--- config.mk ---
export PLATFORM = sky130hd
export DESIGN_NAME = msgq_fifo_reader
export DESIGN_NICKNAME = d
export VERILOG_FILES = /design/src/rtl/msgq_fifo_reader.sv
export SDC_FILE = /design/constraint.sdc
export NUM_CORES = 1
export LEC_CHECK = 0
export BUFFER_PORTS_ARGS = -buffer_cell sky130_fd_sc_hd__buf_2
export CORE_MARGIN = 3
export CORE_UTILIZATION = 37
export DETAILED_ROUTE_END_ITERATION = 10
export GPL_TIMING_DRIVEN = 0
export SYNTH_ARGS = -nofsm -noshare
export SYNTH_HDL_FRONTEND = slang
export SYNTH_SLANG_ARGS = --single-unit
--- constraint.sdc ---
create_clock -name clk -period 15.8 [get_ports clk]
set_input_delay 2.37 -clock clk [delete_from_list [all_inputs] [get_ports clk]]
set_output_delay 2.37 -clock clk [all_outputs]
set_load 0.1 [all_outputs]
--- src/rtl/msgq_fifo_reader.sv ---
// Read-side adapter for the message-queue FIFO: two-word prefetch buffer feeding a
// valid/ready stream, with header/payload framing and a saturating message counter.
//
// state | meaning
// ------+---------------------------------------------------------------
// S_HDR | head word (when valid) is a message header; len field = payload size
// S_PAY | head word is payload; rem = payload words still to be popped
module msgq_fifo_reader #(
  parameter int DATA_W = 64,
  parameter int LEN_W  = 8,
  parameter int CNT_W  = 16
) (
  input  logic              clk,
  input  logic              rst,
  input  logic              fifo_empty,
  output logic              fifo_rd_en,
  input  logic [DATA_W-1:0] fifo_dout,
  output logic              m_valid,
  input  logic              m_ready,
  output logic [DATA_W-1:0] m_data,
  output logic              m_first,
  output logic              m_last,
  output logic [CNT_W-1:0]  msg_count,
  output logic              busy
);

  typedef enum logic {S_HDR, S_PAY} state_t;

  localparam logic [LEN_W:0]   REM_ONE = {{LEN_W{1'b0}}, 1'b1};
  localparam logic [CNT_W-1:0] CNT_ONE = {{(CNT_W-1){1'b0}}, 1'b1};
  localparam logic [CNT_W-1:0] CNT_MAX = '1;

  state_t            state;
  logic [LEN_W:0]    rem;
  logic [1:0]        occ;
  logic              inflight;
  logic [DATA_W-1:0] buf0;
  logic [DATA_W-1:0] buf1;
  logic [2:0]        credit;
  logic              pop;
  logic              msg_done;
  logic [LEN_W-1:0]  hdr_len;

  assign pop      = m_valid & m_ready;
  assign credit   = {1'b0, occ} + {2'b00, inflight};
  // A read may be issued into a full credit only when a pop frees a slot this cycle.
  assign fifo_rd_en = ~rst & ~fifo_empty &
                      ((credit < 3'd2) | ((credit == 3'd2) & pop));

  assign m_valid  = (occ != 2'd0);
  assign m_data   = buf0;
  assign hdr_len  = buf0[LEN_W-1:0];
  assign m_first  = m_valid & (state == S_HDR);
  assign m_last   = m_valid & ((state == S_HDR) ? (hdr_len == '0) : (rem == REM_ONE));
  assign msg_done = pop & m_last;
  assign busy     = (state == S_PAY) | m_valid | inflight;

  // buf0 is always the head; buf1 holds the second word when occ == 2.
  always_ff @(posedge clk or posedge rst) begin
    if (rst) begin
      occ      <= 2'd0;
      inflight <= 1'b0;
      buf0     <= '0;
      buf1     <= '0;
    end else begin
      inflight <= fifo_rd_en;
      case ({inflight, pop})
        2'b10: begin
          if (occ == 2'd0) buf0 <= fifo_dout;
          else             buf1 <= fifo_dout;
          occ <= occ + 2'd1;
        end
        2'b01: begin
          buf0 <= buf1;
          occ  <= occ - 2'd1;
        end
        2'b11: begin
          if (occ == 2'd1) begin
            buf0 <= fifo_dout;
          end else begin
            buf0 <= buf1;
            buf1 <= fifo_dout;
          end
        end
        default: ;
      endcase
    end
  end

  always_ff @(posedge clk or posedge rst) begin
    if (rst) begin
      state <= S_HDR;
      rem   <= '0;
    end else if (pop) begin
      case (state)
        S_HDR: begin
          if (hdr_len != '0) begin
            rem   <= {1'b0, hdr_len};
            state <= S_PAY;
          end
        end
        S_PAY: begin
          rem <= rem - REM_ONE;
          if (rem == REM_ONE) state <= S_HDR;
        end
        default: state <= S_HDR;
      endcase
    end
  end

  always_ff @(posedge clk or posedge rst) begin
    if (rst) begin
      msg_count <= '0;
    end else if (msg_done && (msg_count != CNT_MAX)) begin
      msg_count <= msg_count + CNT_ONE;
    end
  end

endmodule
# [Word level (Yosys, flattened, before mapping)]
# Cells that the tools add are included.
[totals] out_inout_bits=85 regBits=157 in_bits=68
[classes] bitwise_logic=13 addsub=5 eq_ne=11 muxes=13 n_lt_le_gt_ge=1 n_reduce_logical=11
[ops] operator="2-to-1 mux 64 bit" n=4
[ops] operator="one-hot mux 64 bit (3 select lines)" n=1
[ops] operator="one-hot mux 64 bit (2 select lines)" n=1
[ops] operator="one-hot mux 9 bit (2 select lines)" n=1
[ops] operator="adder 16 x 1 -> 16 bit (second input constant)" n=1
[ops] operator="inequality test 16 bit (second input constant)" n=1
[ops] operator="== test 9 x 1 -> 1 bit (second input constant)" n=1
[ops] operator="2-to-1 mux 9 bit" n=1
[ops] operator="subtractor 9 x 1 -> 9 bit (second input constant)" n=1
[ops] operator="zero test 8 bit" n=1
[ops] operator="nonzero test 8 bit" n=1
[ops] operator="AND 1 bit" n=7
[ops] operator="inequality test 2 bit (second input constant)" n=3
[ops] operator="nonzero test 2 bit" n=3
[ops] operator="== test 2 x 1 -> 1 bit (second input constant)" n=2
[ops] operator="== test 2 bit (second input constant)" n=2
[ops] operator="one-hot mux 2 bit (2 select lines)" n=1
[ops] operator="AND reduction 2 bit" n=2
[ops] operator="adder 2 x 1 -> 3 bit" n=1
[ops] operator="== test 3 x 2 -> 1 bit (second input constant)" n=1
[ops] operator="less-than comparator 3 x 2 -> 1 bit (second input constant)" n=1
[ops] operator="2-to-1 mux 1 bit" n=3
[ops] operator="NOT 1 bit" n=3
[ops] operator="OR 1 bit" n=3
[ops] operator="other kinds (8)" n=8

# [Logic depth before layout (Yosys ltp)]
# Gate-level depths: netlist (run 1).
[depth] word_depth=5 mapped_depth=11 ltp_nobuf=9

# [Worst setup path before layout (run 1)]
# Ideal clock, no wire load.
[synth_timing] kind="input to output" start="in m_ready" end="out fifo_rd_en" setup_slack_ps=8634 stages=4 arrival_ps=4796 t_required_ps=13430 path_buffers=0 cell_sequence="nand2_1 nor3_1 a21oi_1 nor3_1"
[synth_between] elab_chain_len=4
[synth_lines] element="start: declaration" line_no="19" rtl="input logic m_ready,"
[synth_lines] element="AND 1 bit" line_no="44" rtl="assign pop = m_valid & m_ready;"
[synth_lines] element="AND 1 bit" line_no="48" rtl="((credit < 3'd2) | ((credit == 3'd2) & pop));"
[synth_lines] element="OR 1 bit" line_no="48"
[synth_lines] element="AND 1 bit" line_no="47" rtl="assign fifo_rd_en = ~rst & ~fifo_empty &"
[synth_lines] element="end: declaration" line_no="16" rtl="output logic fifo_rd_en,"
# No other way between the ends.

# [Worst setup path in the final report (run 1)]
# Ends and elaborated chain as after synthesis.

==> results of run 1 <==
==> critical path, stage by stage <==
cell     delay, ps
buf_2           70
nand2_1        160
nor3_1         180
a21oi_1         90
nor3_1         180
buf_2          470
==> how the worst max path moves through the flow <==
stage                        from                    to  slack [ps]
after floorplan           m_ready            fifo_rd_en        8630
after global placement        rst  buf1[20]$_DFFE_PP0P_        7110
after detailed placement  m_ready            fifo_rd_en        9860
after CTS                 m_ready            fifo_rd_en        9860
after global routing      m_ready            fifo_rd_en        9800
final                     m_ready            fifo_rd_en        9900
==> through the flow <==
stage               hold WS [ps]  util, %  std cells  setup WS [ps]  cell area, sq um
CTS                          480     47.1       1015           9860              8520
floorplan                    465        -        601           8630              6840
global placement             457     43.6        982           7110              7890
detailed placement           465     43.8        983           9860              7920
global route                 500     47.1       1015           9800              8520
finish                       472     47.1       1016           9900              8520
==> registers in the layout (all words and copies together) (netlist names) <==
| name | count |
|---|---|
| state | 1 |
| buf1 | 64 |
| msg_count | 16 |
| m_data | 64 |
| inflight | 1 |
| occ | 2 |
| rem | 9 |
==> final cells by class <==
cell class | instances | area, sq um
Antenna cell | 1 | 2.50
Buffer | 38 | 161
Clock buffer | 18 | 439
Clock inverter | 14 | 156
Fill cell | 1679 | 9570
Inverter | 15 | 63.8
Multi-Input combinational cell | 391 | 2690
Sequential cell | 157 | 3930
Tap cell | 229 | 287
Timing Repair Buffer | 153 | 788
==> kinds of logic after synthesis <==
group           share of synthesized area (%)
compound gates                           14.9
flops                                    57.4
simple gates                             9.33
mux                                      11.0
buf+inv                                  3.18
xor+xnor                                 2.18
fa+ha+maj                                2.01
==> cell usage after synthesis, drive strengths merged <==
cell type  number
mux2i           2
or4             3
a21o            1
and4            2
o22a            2
a21oi          12
nand4           3
inv            15
a22o            1
xnor2           5
nor4            2
o22ai           2
o21ai          72
o221ai          1
ha             11
clkbuf         31
or3             6
mux2           65
o31ai           2
o21a            2
a31oi           2
nand3           8
xor2           12
or2             1
nand3b          1
nand2          78
a22oi          64
nor3           12
nor2           19
buf             7
dfrtp         157
==> layer usage <==
metal  GRT usage (%)  vias up  share of wire, %
met4            4.75        6              0.78
met2            27.0      130                46
met1            22.7     2527                45
li1                -     2489                 -
met3            7.26       18               8.0
met5               0        -              0.20
==> load_flow_metrics.sql, run 1 <==
INSERT INTO impl_metrics (metric_group, metric, value, unit) VALUES
('outcome', 'status', 'finished, final reports clean', ''),
('sta', 'timing_max_transition_violations_final', '0', ''),
('global_route', 'wire_length_of_the_first_global_routing_pass', '27500', 'um'),
('sta', 'max_clock_freq', '169', 'MHz'),
('floorplanning', 'total_number_of_placement_rows', '49', ''),
('logic_synthesis', 'synth_largest_type_area_fraction', '57.4', '%'),
('job', 'max_capacitance_violation_count', '0', ''),
('sta', 'timing.slew.headroom', '24.4', '%'),
('logic_synthesis', 'syn_inst', '601', ''),
('logic_synthesis', 'synth_area', '6840', 'sq um'),
('route', 'routed_via_density', '5.09', ''),
('route', 'first_pass_iters', '5', ''),
('sta', 'finalWorstPathRequiredPeriod', '5900', 'ps'),
('placed_design', 'gp_congestion', '0.797', ''),
('critical_path', 'ws_path_type', 'in -> out', ''),
('logic_synthesis', 'yosys.area.top_type', 'dfrtp_1', ''),
('global_route', 'grt_antenna_before_repair', '3', ''),
('clocking', 'cts_buffers', '17', ''),
('logic_synthesis', 'ys_seq_area_share', '57.4', '%'),
('logic_synthesis', 'syn_avg_cell_area', '11.4', 'sq um'),
('clocking', 'cts-resized-gates', '0', ''),
('clocking', 'count_of_hold_fix_buffers_inserted_at_cts', '0', ''),
('global_route', 'grt.total_usage', '17.4', '%'),
('sta', 'layout_worst_path_cycle_share', '37.4', '%'),
('sta', 'rsz0062_at_grt', 'no', ''),
('critical_path', 'worstReg2RegStart', 'occ[0]$_DFFE_PP0P_', ''),
('placed_design', 'detailedPlacementHpwl', '11800', 'um'),
('clocking', 'cts.path.max_buffers', '2', ''),
('critical_path', 'r2r_setup_slack', '12090', 'ps'),
('hold_path', 'hp-start', 'm_data[26]$_DFFE_PP0P_', ''),
('floorplanning', 'die_h', '142', 'um'),
('global_route', 'number_of_global_route_vias_before_repair', '5193', ''),
('global_route', 'maximum_number_of_pins_on_one_net_before_global_route_repair', '116', ''),
('floorplanning', 'die_area', '20200', 'sq um'),
('route', 'drt_wl_total', '17000', 'um'),
('critical_path', 'setup.worst_path.start_class', 'input port', ''),
('critical_path', 'cp_capture_type', 'primary output', ''),
('clocking', 'post_cts_repair_setup_buffers', '0', ''),
('logic_synthesis', 'ys_top_cells_by_area', 'dfrtp_1 57%, mux2_2 11%, a22oi_1 7.0%', ''),
('route', 'remaining_drc_errors', '0', ''),
('floorplanning', 'floorplan.initialDensity', '37.8', '%'),
('critical_path', 'required', '13430', 'ps'),
('finish', 'areaGrowthSynthToFinish', '24.6', '%'),
('finish', 'nets', '852', ''),
('logic_synthesis', 'mappedNetlistNets', '680', ''),
('route', 'detail_route.wl_per_cell', '16.8', 'um'),
('finish', 'layout-drive-gt1-share', '34.6', '%'),
('sta', 'fin_setup_tns', '0', 'ps'),
('logic_synthesis', 'synth_cell_type_count', '39', ''),
('hold_path', 'hold_end', 'm_data[26]$_DFFE_PP0P_', ''),
('sta', 'timing_hold_violations_final', '0', ''),
('global_route', 'grt.overflow.total', '0', ''),
('hold_path', 'hold_path_class', 'reg -> reg', ''),
('sta', 'setup_violations', '0', ''),
('finish', 'mostFrequentLayoutCell', 'dfrtp_1', ''),
('clocking', 'worst_setup_hold_path_clk_slew', '70', 'ps'),
('logic_synthesis', 'synth-seq-cells', '157', ''),
('critical_path', 'worst_path_fanout_max', '6', ''),
('sta', 'finalClockSkew', '8.40', 'ps'),
('route', 'drtIter0Drc', '211', ''),
('logic_synthesis', 'synth-warning-count', '0', ''),
('clocking', 'clock_tree.root_cell', 'clkbuf_16', ''),
('clocking', 'tritoncts_num_sinks', '157', ''),
('clocking', 'htree_levels', '4', ''),
('critical_path', 'arrival', '3530', 'ps'),
('critical_path', 'worstRegToRegCells', '10', ''),
('floorplanning', 'ioPinCount', '153', ''),
('route', 'drt.antenna.violating_nets', '0', ''),
('sta', 'max_slew.worst_pin.slew', '1130', 'ps'),
('clocking', 'cts_tree', 'built', ''),
('floorplanning', 'die_width', '142', 'um'),
('placed_design', 'place.port_buffers', '152', ''),
('floorplanning', 'placeableCoreArea', '18100', 'sq um'),
('critical_path', 'worstReg2RegEnd', 'buf1[52]$_DFFE_PP0P_', ''),
('route', 'detailroute.via_count', '5170', ''),
('hold_path', 'min_delay_path_depth', '2', ''),
('clocking', 'worst_skew_pair.late_latency', '430', 'ps'),
('finish', 'layout.cells.most_common_list', '157 x dfrtp_1, 155 x buf_2, 78 x nand2_1', '');
Power of run 1 is not shown: default switching activity piles up to over one toggle a cycle in this logic, so the estimate is an artifact.
==> run 2: changes to the inputs <==
- ABC_AREA: default -> 1
- clock period: 15.8 -> 5.1 ns (I/O delays scaled with it)
==> run 2 against run 1 <==
Against the previous run: global-route usage up 0.64 points; synthesized cell count up 40%; critical path depth up 1; first-iteration DRC count up 74%; count of clock-buffer cells in the layout up 2; wire length up 14%; worst hold slack worse by 72 ps; clock skew up 3.0 ps; non-clock buffer count up 6; area after synthesis up 12%.
==> load_flow_metrics.sql, run 2 <==
INSERT INTO impl_metrics (metric_group, metric, value, unit) VALUES
('sta', 'timing.slew.headroom', '65.5', '%'),
('clocking', 'worst_skew_pair.late_latency', '420', 'ps'),
('clocking', 'cts_buffers', '17', ''),
('finish', 'layout.cells.most_common_list', '178 x o21ai_0, 168 x buf_2, 157 x dfrtp_1', ''),
('sta', 'layout_worst_path_cycle_share', '61.9', '%'),
('clocking', 'cts_tree', 'built', ''),
('finish', 'areaGrowthSynthToFinish', '22.8', '%'),
('sta', 'finalClockSkew', '11.4', 'ps'),
('critical_path', 'cp_capture_type', 'primary output', ''),
('floorplanning', 'die_width', '150', 'um'),
('critical_path', 'critical_path_buf_inv_count', '3', ''),
('floorplanning', 'placeableCoreArea', '19900', 'sq um'),
('logic_synthesis', 'synth-warning-count', '0', ''),
('finish', 'antennaDiodeCount', '0', ''),
('sta', 'timing_max_transition_violations_final', '0', ''),
('placed_design', 'place.port_buffers', '152', ''),
('outcome', 'status', 'finished, final reports clean', ''),
('logic_synthesis', 'synth.most_common_cell', 'o21ai_0', ''),
('route', 'remaining_drc_errors', '0', ''),
('clocking', 'count_of_hold_fix_buffers_inserted_at_cts', '0', ''),
('clocking', 'cts-resized-gates', '0', ''),
('route', 'routed_via_density', '4.87', ''),
('global_route', 'grt.total_usage', '18.1', '%'),
('route', 'detail_route.wl_per_cell', '15.1', 'um'),
('logic_synthesis', 'syn_avg_cell_area', '9.11', 'sq um'),
('sta', 'max_clock_freq', '317', 'MHz'),
('finish', 'mostFrequentLayoutCell', 'o21ai_0', ''),
('logic_synthesis', 'ys_top_cells_by_area', 'dfrtp_1 51%, o21ai_0 12%, mux2_2 8.7%', ''),
('route', 'drtIter0Drc', '367', ''),
('critical_path', 'worst_path_fanout_max', '11', ''),
('clocking', 'post_cts_repair_setup_buffers', '0', ''),
('logic_synthesis', 'post_synth_most_frequent_cells', '178 x o21ai_0, 157 x dfrtp_1, 154 x nand2_1', ''),
('global_route', 'wire_length_of_the_first_global_routing_pass', '32300', 'um'),
('route', 'first_pass_iters', '5', ''),
('floorplanning', 'die_h', '150', 'um'),
('placed_design', 'gp_congestion', '0.850', ''),
('logic_synthesis', 'syn_inst', '839', ''),
('logic_synthesis', 'fraction_of_synthesis_flops_using_an_asynchronous_set_or_reset_pin', '100', '%'),
('critical_path', 'cpPeakStageDelay', '490', 'ps'),
('placed_design', 'detailedPlacementHpwl', '13800', 'um'),
('critical_path', 'ws_path_type', 'reg -> out', ''),
('job', 'max_capacitance_violation_count', '0', ''),
('global_route', 'number_of_global_route_vias_before_repair', '6250', ''),
('floorplanning', 'total_number_of_placement_rows', '51', ''),
('critical_path', 'critical_path.slowest_cell', 'buf_2', ''),
('logic_synthesis', 'number_of_flops_mapped_to_enable_cells_by_yosys', '0', ''),
('sta', 'setup_violations', '0', ''),
('sta', 'finalWorstPathRequiredPeriod', '3160', 'ps'),
('global_route', 'grt.overflow.total', '0', ''),
('floorplanning', 'die_area', '22400', 'sq um'),
('clocking', 'htree_levels', '4', ''),
('logic_synthesis', 'synth_cell_type_count', '32', ''),
('global_route', 'grt_antenna_before_repair', '2', ''),
('hold_path', 'hold_path_class', 'in -> async', ''),
('logic_synthesis', 'yosys.area.top_type', 'dfrtp_1', ''),
('clocking', 'clock_tree.root_cell', 'clkbuf_16', ''),
('critical_path', 'cells_along_the_critical_path', 'inv_1 > ha_1 > nor2_1 > buf_4 > a21oi_1 > nor3_1 > buf_2', ''),
('global_route', 'maximum_number_of_pins_on_one_net_before_global_route_repair', '90', ''),
('logic_synthesis', 'ys_seq_area_share', '51.4', '%'),
('finish', 'nets', '1090', ''),
('floorplanning', 'ioPinCount', '153', ''),
('route', 'detailroute.via_count', '6277', ''),
('logic_synthesis', 'synth_area', '7640', 'sq um'),
('logic_synthesis', 'mappedNetlistNets', '918', ''),
('logic_synthesis', 'synth-seq-cells', '157', ''),
('sta', 'fin_setup_tns', '0', 'ps'),
('logic_synthesis', 'synth_ff_type', 'dfrtp_1', ''),
('floorplanning', 'floorplan.initialDensity', '38.4', '%'),
('sta', 'rsz0062_at_grt', 'no', ''),
('route', 'drt_wl_total', '19500', 'um'),
('clocking', 'tritoncts_num_sinks', '157', ''),
('logic_synthesis', 'synth_largest_type_area_fraction', '51.4', '%'),
('critical_path', 'required', '4340', 'ps'),
('critical_path', 'cp_top_family', 'buffers and inverters', ''),
('route', 'drt.antenna.violating_nets', '0', ''),
('sta', 'timing_hold_violations_final', '0', ''),
('critical_path', 'setup.worst_path.start_class', 'register', ''),
('finish', 'layout-drive-gt1-share', '29.5', '%'),
('clocking', 'worst_setup_hold_path_clk_slew', '70', 'ps'),
('critical_path', 'arrival', '2390', 'ps'),
('clocking', 'cts.path.max_buffers', '2', ''),
('sta', 'max_slew.worst_pin.slew', '517', 'ps');
==> run 2: changes by cell type after synthesis, sizes merged, moves of 14 or more <==
cell | before | now
o21ai | 72 | 211
inv | 15 | 107
nand2 | 78 | 158
a22oi | 64 | 0
buf | 7 | 38
clkbuf | 31 | 6
nor2 | 19 | 33
==> run 2: worst paths after layout <==
path,start,to,slack [ps],cells after the start
worst max-delay path,occ[0]$_DFFE_PP0P_,fifo_rd_en,1940,7
worst min-delay path,rst,msg_count[2]$_DFFE_PP0P_,400,2
worst max register to register,occ[0]$_DFFE_PP0P_,m_data[48]$_DFFE_PP0P_,2340,11
worst min register to register,buf1[56]$_DFFE_PP0P_,buf1[56]$_DFFE_PP0P_,480,2
max in group asynchronous,rst,m_data[33]$_DFFE_PP0P_,3870,3
min in group clk,buf1[56]$_DFFE_PP0P_,buf1[56]$_DFFE_PP0P_,480,2
==> run 2: worst register-to-register path, stage by stage (launching register included) <==
cell and delay (ps):
dfrtp_1 410, inv_1 60, ha_1 270, nor2_1 170
buf_4 230, ha_1 270, buf_4 220, nor2_2 70
a21oi_4 320, buf_4 260, o21ai_0 100, mux2_2 270
==> run 2: cell families (layout without fill, tap and decap cells) <==
group / count (synthesis) / after routing / share of synthesized area [%]
flops: 157 / 157 / 51.4
xor+xnor: 11 / 11 / 1.26
simple gates: 228 / 228 / 12.9
buf+inv: 151 / 336 / 9.10
compound gates: 222 / 222 / 14.8
fa+ha+maj: 11 / 11 / 1.80
mux: 59 / 59 / 8.69
==> run 2: area by class of cell <==
cell class | count | area, sq um
fillers | 2025 | 10500
flip-flops and latches | 157 | 3930
multi-input cells | 531 | 3020
repair buffers | 153 | 788
clock buffers | 20 | 457
inverters | 107 | 409
well taps | 265 | 332
plain buffers | 44 | 294
clock inverters | 12 | 161
==> run 2: metrics by stage <==
stage / worst slack [ps] / utilization [%] / area [sq um] / instances / hold slack [ps]
after floorplan: 100 / - / 7640 / 839 / 447
after global placement: -2030 / 43.9 / 8740 / 1256 / 458
after detailed placement: 2150 / 44.1 / 8770 / 1257 / 467
after CTS: 1890 / 47.2 / 9390 / 1289 / 420
after global routing: 1800 / 47.2 / 9390 / 1289 / 439
final: 1940 / 47.2 / 9390 / 1289 / 400
==> run 2: layer usage <==
| metal | vias to the layer above | global-route usage (%) | share of wire (%) |
|---|---|---|---|
| met5 | - | 0 | 0.11 |
| met4 | 4 | 4.57 | 1.2 |
| met3 | 23 | 4.45 | 5.5 |
| met2 | 150 | 28.7 | 47 |
| met1 | 3006 | 25.0 | 46 |
| li1 | 3094 | - | - |
Power of run 2 is left out for the same reason.
==> run 3: changes to the inputs <==
- clock period: 5.1 -> 2.63 ns (I/O delays scaled with it)
==> run 3 against run 2 <==
Against the previous run: utilization increased by 0.51 points; first-iteration DRC count shrank 6.5%; worst hold slack got worse by 340 ps; sequential cell count is the same; critical path depth is the same; setup slack worse by 1800 ps; critical endpoint unchanged; highest routed layer unchanged.
==> load_flow_metrics.sql, run 3 (synthesized netlist as in run 2, its figures left out) <==
INSERT INTO impl_metrics (metric_group, metric, value, unit) VALUES
('sta', 'timing_hold_violations_final', '0', ''),
('route', 'first_pass_iters', '4', ''),
('clocking', 'cts_tree', 'built', ''),
('floorplanning', 'die_area', '22400', 'sq um'),
('sta', 'finalClockSkew', '10.5', 'ps'),
('clocking', 'worst_skew_pair.late_latency', '430', 'ps'),
('clocking', 'tritoncts_num_sinks', '157', ''),
('outcome', 'status', 'finished, final reports clean', ''),
('finish', 'layout-drive-gt1-share', '30.5', '%'),
('global_route', 'grt_util_met1', '25.0', '%'),
('route', 'detail_route.wl_per_cell', '15.2', 'um'),
('job', 'max_capacitance_violation_count', '0', ''),
('floorplanning', 'total_number_of_placement_rows', '51', ''),
('clocking', 'cts.path.max_buffers', '2', ''),
('finish', 'final_design_area_no_fill', '9490', 'sq um'),
('sta', 'fin_setup_tns', '0', 'ps'),
('sta', 'finalWorstPathRequiredPeriod', '2490', 'ps'),
('floorplanning', 'floorplan.initialDensity', '38.4', '%'),
('sta', 'timing_max_transition_violations_final', '0', ''),
('sta', 'setup_violations', '0', ''),
('placed_design', 'gp_congestion', '0.842', ''),
('critical_path', 'worst_path_fanout_max', '11', ''),
('route', 'routed_via_density', '4.85', ''),
('floorplanning', 'placeableCoreArea', '19900', 'sq um'),
('global_route', 'grt_antenna_before_repair', '2', ''),
('critical_path', 'setup.worst_path.start_class', 'register', ''),
('global_route', 'grt.busiest_layer', 'met2', ''),
('placed_design', 'dp_cells', '1260', ''),
('route', 'drtIter0Drc', '343', ''),
('clocking', 'htree_levels', '4', ''),
('critical_path', 'arrival', '2090', 'ps'),
('finish', 'nets', '1096', ''),
('sta', 'max_slew.worst_pin.slew', '594', 'ps'),
('sta', 'timing.slew.headroom', '60.3', '%'),
('global_route', 'maximum_number_of_pins_on_one_net_before_global_route_repair', '41', ''),
('critical_path', 'critical_path.slowest_cell', 'dfrtp_1', ''),
('critical_path', 'cells_along_the_critical_path', 'inv_1 > ha_1 > nor2_2 > buf_6 > a21oi_1 > nor3_4 > buf_12', ''),
('clocking', 'worst_setup_hold_path_clk_slew', '70', 'ps'),
('placed_design', 'dpl-instance-area', '8840', 'sq um'),
('global_route', 'number_of_global_route_vias_before_repair', '6070', ''),
('global_route', 'met2_track_demand_over_resource', '27.8', '%'),
('hold_path', 'hold_path_class', 'in -> async', ''),
('placed_design', 'place.port_buffers', '152', ''),
('clocking', 'clock_tree.root_cell', 'clkbuf_16', ''),
('floorplanning', 'ioPinCount', '153', ''),
('clocking', 'count_of_hold_fix_buffers_inserted_at_cts', '0', ''),
('finish', 'areaGrowthSynthToFinish', '24.2', '%'),
('route', 'drt_wl_total', '19700', 'um'),
('critical_path', 'required', '2240', 'ps'),
('sta', 'max_clock_freq', '402', 'MHz'),
('global_route', 'grt.overflow.total', '0', ''),
('finish', 'non_filler_cells_in_the_finished_layout', '1295', ''),
('finish', 'layout.cells.most_common_list', '178 x o21ai_0, 167 x buf_2, 157 x dfrtp_1', ''),
('global_route', 'grt.total_usage', '17.9', '%'),
('finish', 'mostFrequentLayoutCell', 'o21ai_0', ''),
('critical_path', 'cpPeakStageDelay', '380', 'ps'),
('finish', 'antennaDiodeCount', '0', ''),
('global_route', 'wire_length_of_the_first_global_routing_pass', '31900', 'um'),
('floorplanning', 'die_width', '150', 'um'),
('critical_path', 'ws_path_type', 'reg -> out', ''),
('placed_design', 'detailedPlacementHpwl', '14000', 'um'),
('finish', 'fillCellCount', '1932', ''),
('global_route', 'gr-usage-met3', '5.12', '%'),
('sta', 'layout_worst_path_cycle_share', '94.5', '%'),
('clocking', 'cts_buffers', '17', ''),
('critical_path', 'cp_capture_type', 'primary output', ''),
('route', 'drt.antenna.violating_nets', '0', ''),
('route', 'remaining_drc_errors', '0', ''),
('route', 'detailroute.via_count', '6284', ''),
('floorplanning', 'die_h', '150', 'um');
==> run 3: worst paths after layout <==
check	end	slack, ps	start	depth (start not counted)
max	fifo_rd_en	140	occ[1]$_DFFE_PP0P_	7
min	msg_count[1]$_DFFE_PP0P_	70	rst	2
max reg2reg	m_data[1]$_DFFE_PP0P_	210	occ[1]$_DFFE_PP0P_	12
min reg2reg	buf1[61]$_DFFE_PP0P_	480	buf1[61]$_DFFE_PP0P_	2
max in group asynchronous	m_data[17]$_DFFE_PP0P_	1690	rst	4
min in group clk	inflight$_DFF_PP0_	170	fifo_empty	2
==> run 3: timing repair <==
action,CTS,global route
gates resized for setup,3,8
setup endpoints to repair,61,129
buffers inserted,2,1
==> run 3: worst max-delay path, delay by kind of cell, from the launching register on <==
family,cells,cell delay (ps)
AO/OA/AOI/OAI,1,140
adder cells (fa/ha/maj),1,280
buffers and inverters,3,490
flip-flops,1,380
AND/OR/NAND/NOR,2,380
==> run 3: final cells by class <==
cell class                 instances  area (sq um)  area share (%)
clock inverter                    15           151            1.60
tap                              265           332            3.49
timing repair buffer             159           891            9.39
sequential                       157          3930            41.4
inverter                         107           405            4.27
multi-input combinational        531          3050            32.2
clock buffer                      17           425            4.48
buffer                            44           305            3.22
==> run 3: through the flow <==
step	worst slack [ps]	util, %	hold WS (ps)
after floorplan	79.0	-	447
after global placement	-968	44.0	459
after detailed placement	-177	44.4	467
after CTS	4.05	47.5	64.4
after global routing	-11.9	47.7	101
final	144	47.7	65.1
==> run 3: routing by layer <==
layer  vias up  share of wire (%)
met4         4               0.73
met1      3013                 47
li1       3104                  -
met5         -               0.17
met2       148                 46
met3        15                5.9
Power of run 3 is left out for the same reason.
